`src/rtl/alu_seq.sv`:
```
// Registered one-hot-select ALU with a start/busy/done handshake. Shifts run one bit
// per cycle. Defining ALU_MUL_EN builds the iterative shift-add multiplier.
module alu_seq #(
  parameter int WIDTH = 16
) (
  input  logic             clk,
  input  logic             rst,
  input  logic             start,
  input  logic [WIDTH-1:0] a,
  input  logic [WIDTH-1:0] b,
  input  logic             s_sub,
  input  logic             s_fas,
  input  logic             s_and,
  input  logic             s_or,
  input  logic             s_xor,
  input  logic             s_not,
  input  logic             s_shl,
  input  logic             s_shr,
  input  logic             s_mul,
  output logic [WIDTH-1:0] r,
  output logic             cout,
  output logic             zf,
  output logic             nf,
  output logic             vf,
  output logic             busy,
  output logic             done
);

  localparam int SHW = $clog2(WIDTH);
  localparam int CW  = SHW + 1;  // must hold WIDTH for the multiply count

  typedef enum logic [3:0] {
    OP_NOP, OP_ADD, OP_SUB, OP_AND, OP_OR, OP_XOR, OP_NOT, OP_SHL, OP_SHR, OP_MUL
  } op_t;

`ifdef ALU_MUL_EN
  typedef enum logic [1:0] {IDLE, SHIFT, MUL} state_t;
`else
  typedef enum logic [1:0] {IDLE, SHIFT} state_t;
`endif

  state_t           state_r;
  op_t              op_s;
  logic [WIDTH-1:0] acc_r;
  logic [CW-1:0]    cnt_r;
  logic             shl_r;
  logic             last_r;
  logic [WIDTH-1:0] b_eff_s;
  logic [WIDTH:0]   sum_s;
  logic [WIDTH-1:0] res_s;
  logic             cout_s;
  logic             vf_s;

  // Priority decode of the one-hot selects; s_sub alone is a no-op
  always_comb begin
    op_s = OP_NOP;
    if (s_mul) begin
`ifdef ALU_MUL_EN
      op_s = OP_MUL;
`else
      op_s = OP_NOP;
`endif
    end else if (s_shl) begin
      op_s = OP_SHL;
    end else if (s_shr) begin
      op_s = OP_SHR;
    end else if (s_fas) begin
      op_s = s_sub ? OP_SUB : OP_ADD;
    end else if (s_and) begin
      op_s = OP_AND;
    end else if (s_or) begin
      op_s = OP_OR;
    end else if (s_xor) begin
      op_s = OP_XOR;
    end else if (s_not) begin
      op_s = OP_NOT;
    end else begin
      op_s = OP_NOP;
    end
  end

  assign b_eff_s = (op_s == OP_SUB) ? ~b : b;
  assign sum_s   = {1'b0, a} + {1'b0, b_eff_s} + {{WIDTH{1'b0}}, (op_s == OP_SUB)};

  // Result and flags of the single-cycle operations
  always_comb begin
    res_s  = {WIDTH{1'b0}};
    cout_s = 1'b0;
    vf_s   = 1'b0;
    case (op_s)
      OP_ADD, OP_SUB: begin
        res_s  = sum_s[WIDTH-1:0];
        cout_s = sum_s[WIDTH];
        vf_s   = (a[WIDTH-1] == b_eff_s[WIDTH-1]) && (sum_s[WIDTH-1] != a[WIDTH-1]);
      end
      OP_AND:  res_s = a & b;
      OP_OR:   res_s = a | b;
      OP_XOR:  res_s = a ^ b;
      OP_NOT:  res_s = ~a;
      default: res_s = {WIDTH{1'b0}};
    endcase
  end

`ifdef ALU_MUL_EN
  logic [WIDTH-1:0]   mcand_r;
  logic [2*WIDTH-1:0] prod_r;
  logic [WIDTH:0]     madd_s;

  // Conditional add of the multiplicand into the upper half of the product
  always_comb begin
    madd_s = {1'b0, prod_r[2*WIDTH-1:WIDTH]}
           + (prod_r[0] ? {1'b0, mcand_r} : {(WIDTH+1){1'b0}});
  end
`endif

  // Control FSM, iteration datapath and registered outputs
  always_ff @(posedge clk) begin
    if (rst) begin
      state_r <= IDLE;
      r       <= {WIDTH{1'b0}};
      cout    <= 1'b0;
      zf      <= 1'b0;
      nf      <= 1'b0;
      vf      <= 1'b0;
      busy    <= 1'b0;
      done    <= 1'b0;
      acc_r   <= {WIDTH{1'b0}};
      cnt_r   <= {CW{1'b0}};
      shl_r   <= 1'b0;
      last_r  <= 1'b0;
`ifdef ALU_MUL_EN
      mcand_r <= {WIDTH{1'b0}};
      prod_r  <= {(2*WIDTH){1'b0}};
`endif
    end else begin
      done <= 1'b0;
      case (state_r)
        IDLE: begin
          if (start) begin
            case (op_s)
              OP_SHL, OP_SHR: begin
                acc_r   <= a;
                cnt_r   <= {1'b0, b[SHW-1:0]};
                shl_r   <= (op_s == OP_SHL);
                last_r  <= 1'b0;
                busy    <= 1'b1;
                state_r <= SHIFT;
              end
`ifdef ALU_MUL_EN
              OP_MUL: begin
                mcand_r <= a;
                prod_r  <= {{WIDTH{1'b0}}, b};
                cnt_r   <= CW'(WIDTH);
                busy    <= 1'b1;
                state_r <= MUL;
              end
`endif
              default: begin
                r    <= res_s;
                cout <= cout_s;
                vf   <= vf_s;
                zf   <= (res_s == {WIDTH{1'b0}});
                nf   <= res_s[WIDTH-1];
                done <= 1'b1;
              end
            endcase
          end
        end
        SHIFT: begin
          if (cnt_r != {CW{1'b0}}) begin
            if (shl_r) begin
              last_r <= acc_r[WIDTH-1];
              acc_r  <= {acc_r[WIDTH-2:0], 1'b0};
            end else begin
              last_r <= acc_r[0];
              acc_r  <= {1'b0, acc_r[WIDTH-1:1]};
            end
            cnt_r <= cnt_r - CW'(1);
          end else begin
            r       <= acc_r;
            cout    <= last_r;
            vf      <= 1'b0;
            zf      <= (acc_r == {WIDTH{1'b0}});
            nf      <= acc_r[WIDTH-1];
            done    <= 1'b1;
            busy    <= 1'b0;
            state_r <= IDLE;
          end
        end
`ifdef ALU_MUL_EN
        MUL: begin
          if (cnt_r != {CW{1'b0}}) begin
            prod_r <= {madd_s, prod_r[WIDTH-1:1]};
            cnt_r  <= cnt_r - CW'(1);
          end else begin
            r       <= prod_r[WIDTH-1:0];
            cout    <= |prod_r[2*WIDTH-1:WIDTH];
            vf      <= 1'b0;
            zf      <= (prod_r[WIDTH-1:0] == {WIDTH{1'b0}});
            nf      <= prod_r[WIDTH-1];
            done    <= 1'b1;
            busy    <= 1'b0;
            state_r <= IDLE;
          end
        end
`endif
        default: begin
          busy    <= 1'b0;
          state_r <= IDLE;
        end
      endcase
    end
  end

endmodule

```
`config.mk`:
```
export PLATFORM = sky130hd
export DESIGN_NAME = alu_seq
export DESIGN_NICKNAME = d
export VERILOG_FILES = /design/src/rtl/alu_seq.sv
export SDC_FILE = /design/constraint.sdc
export NUM_CORES = 1
export LEC_CHECK = 0
export ABC_AREA = 0
export CAP_MARGIN = 5
export CORE_ASPECT_RATIO = 0.8
export CORE_UTILIZATION = 25
export DETAILED_ROUTE_END_ITERATION = 16
export GPL_TIMING_DRIVEN = 0
export PLACE_DENSITY = 0.48
export REMOVE_ABC_BUFFERS = 1
export SETUP_SLACK_MARGIN = 0.05
export SLEW_MARGIN = 30
export SYNTH_ARGS = -nofsm -noshare
export SYNTH_HDL_FRONTEND = slang
export SYNTH_SLANG_ARGS = --single-unit
export TNS_END_PERCENT = 30
```
`constraint.sdc`:
```
create_clock -name clk -period 14.3 [get_ports clk]
set_clock_uncertainty 0.2 [all_clocks]
set_input_delay 2.86 -clock clk [delete_from_list [all_inputs] [get_ports clk]]
set_output_delay 2.86 -clock clk [all_outputs]
set_load 0.01 [all_outputs]
```
==> results.ini <==
[status]
status = complete, no violations

[power]
p_int_w = 0.000283
p_sw_share_pct = 32.0
vdd_drop_max_mv = 0.0538
p_leak_nw = 2.04
p_sw_w = 0.000133
clkPwrFrac_pct = 34.0
combPwrFrac_pct = 31.9
powerDensity_nw_per_um2 = 79.7
power.share.sequential_pct = 34.1

[floorplanning]
ios = 66
std_cell_rows = 41
dieArea_sq_um = 17100
coreArea_sq_um = 16000
initial_core_util_pct = 25.9
die_height_microns = 117
die_x_microns = 146

[yosys]
ys_seq_area_share_pct = 21.2
syn_area_sq_um = 4150
async_reset_ff_share_pct = 0
synth_edf_count = 0
synth_adder_area_share_pct = 15.9
yosysUniqueCellTypes = 62
synth_top_family_by_area = compound AO/OA/AOI/OAI gates
yosysWarningCount = 0
ys_ff_latch = 44
synth.avg_cell_area_sq_um = 7.61
muxShareOfSynthArea_pct = 5.55
postSynthCellCount = 545
synth_simple_gate_area_share_pct = 19.0
synth-compound-area-share_pct = 25.5
synth_ff_type = dfxtp_1
synthXorXnorAreaFrac_pct = 6.12

[drt]
remaining_drc_errors = 0
final_antenna_net_count = 0
drt-initial-drc-count = 273
routed_wl_microns = 12600
drt_first_pass_iters = 5
viasPerCell = 5.05
route.vias.total = 4072
post_drt_wl_per_cell_microns = 15.7

[global_route]
grt_first_pass_wirelength_microns = 20800
groute.usage.overall_pct = 15.3
antenna_found_initial = 1
grt_pass1_vias = 4017
grt_max_degree = 41
grt_overflow = 0

[sta]
tightest_slew_ps = 879
slew_violations = 0
hold_violations = 0
max_freq_mhz = 139
hold_ws_ps = 255
period_share_pct = 50.4
relSlewSlack_pct = 41.2
period_needed_ps = 7210
grt_setup_unrepaired = no
setup_viol = 0
fin_tns_setup_ps = 0

[layout]
fill_cells = 1751
final_layout_size_suffix_gt1_share_pct = 4.74
final_core_util_pct = 32.6
area_delta_synth_final_pct = 25.9
layout_commonest_cell = nor2_1
mostFrequentLayoutCells = 70 x nor2_1, 64 x clkdlybuf4s50_1, 51 x ha_1
nets = 687
n_antenna_cell = 0

[placement]
numPortBuffers = 65
place_congestion = 0.837
dpl.hpwl_microns = 9670

[worst_setup_path]
worstSetupPathType = in2reg
required_ps = 14330
crit_path_end_kind = register
critPathMaxFanout = 15
crit_path_start_kind = primary input
cp.arrival_ps = 7240

[clocking]
cts.sinks = 44
post_cts_buffers = 0
cts_inserted_buffers = 5
holdBufCountCts = 0
root_buffer = clkbuf_16
clk-insertion-delay-late_ps = 290
ctsResizeCount = 0
cts_tree = built
clk_pin_slew_ps = 60
clockBufferDepth = 2
cts_max_level = 2

[hold_path]
worstHoldPathType = reg2reg

[job]
drv_cap = 0

## cells in the mapped netlist, drive strengths merged (4+ instances only)
master | n | area [sq um]
xor2 | 7 | 61.3
o21a | 5 | 37.5
ha | 51 | 638
dfxtp | 44 | 881
a211oi | 18 | 140
nor2 | 73 | 277
a21o | 4 | 30.0
nand2 | 46 | 173
buf | 7 | 42.5
inv | 40 | 150
clkbuf | 23 | 86.3
xnor2 | 22 | 193
a221oi | 11 | 103
nor3 | 6 | 30.0
nand2b | 11 | 71.3
o21ai | 27 | 135
o211ai | 6 | 45.0
mux2i | 23 | 230
a221o | 4 | 41.3
a21oi | 46 | 230
and3 | 4 | 30.0
nand3 | 5 | 25.0
o221ai | 10 | 87.6
nor4 | 7 | 50.1
## kinds of logic (layout without fill, tap and decap cells)
logic type | count (synthesis) | in the layout
compound gates | 156 | 156
xor+xnor | 29 | 29
fa+ha+maj | 52 | 52
buf+inv | 70 | 116
flops | 44 | 44
mux | 23 | 23
simple gates | 171 | 171
## power groups by stage
stage	clock (W)	sequential, W	combinational, W
2_1_floorplan	0	0.000144	0.0000796
3_3_place_gp	0	0.000146	0.000125
3_5_place_dp	0	0.000145	0.000132
4_1_cts	0.000145	0.000142	0.000133
5_1_grt	0.000151	0.000144	0.000149
6_report	0.000142	0.000142	0.000133
## layout make-up
cell class | count | area [sq um] | area share [%]
Multi-Input combinational cell | 431 | 3020 | 57.8
Sequential cell | 44 | 886 | 17.0
Timing Repair Buffer | 69 | 721 | 13.8
Tap cell | 215 | 269 | 5.15
Clock buffer | 6 | 150 | 2.88
Inverter | 40 | 150 | 2.88
Clock inverter | 1 | 30.0 | 0.575
## routing by layer
layer	global-route usage (%)	routed length (microns)	up-vias
li1	-	-	2032
met1	21.5	6350	1933
met2	25.0	5600	102
met3	2.52	620	5
met4	2.08	63	0
met5	0	0	-
## state kept, by name, indices dropped and copies added (netlist names)
register  count
acc_r        16
zf            1
cout          1
shl_r         1
r            16
cnt_r         5
busy          1
last_r        1
vf            1
done          1
## worst paths after layout
check           start  endpoint  slack, ps  cells after the start
max reg2reg  cnt_r[0]        zf      11120                     11
min              r[7]      r[7]        250                      2
min reg2reg      r[7]      r[7]        250                      2
max             s_shr        zf       7090                     14
## worst max-delay path, stage by stage
cell and delay (ps):
clkdlybuf4s50_1 540, or3_1 510, nor2_4 510, xnor2_1 210
ha_1 340, nand4bb_1 90, or4_1 460, a21oi_1 350
or2_2 200, xor2_1 90, a2111oi_1 390, nand4_1 210
nor4_1 280, a41o_1 200
## per-stage QoR
step,worst slack [ps],instances,total power [W],instance area [sq um]
floorplan,7440,515,0.000223,4020
global placement,5930,795,0.000271,4940
detailed placement,6820,799,0.000276,5040
CTS,7100,806,0.000420,5220
global route,6730,806,0.000443,5220
finish,7090,806,0.000416,5220
(Power assumes the default switching activity.)
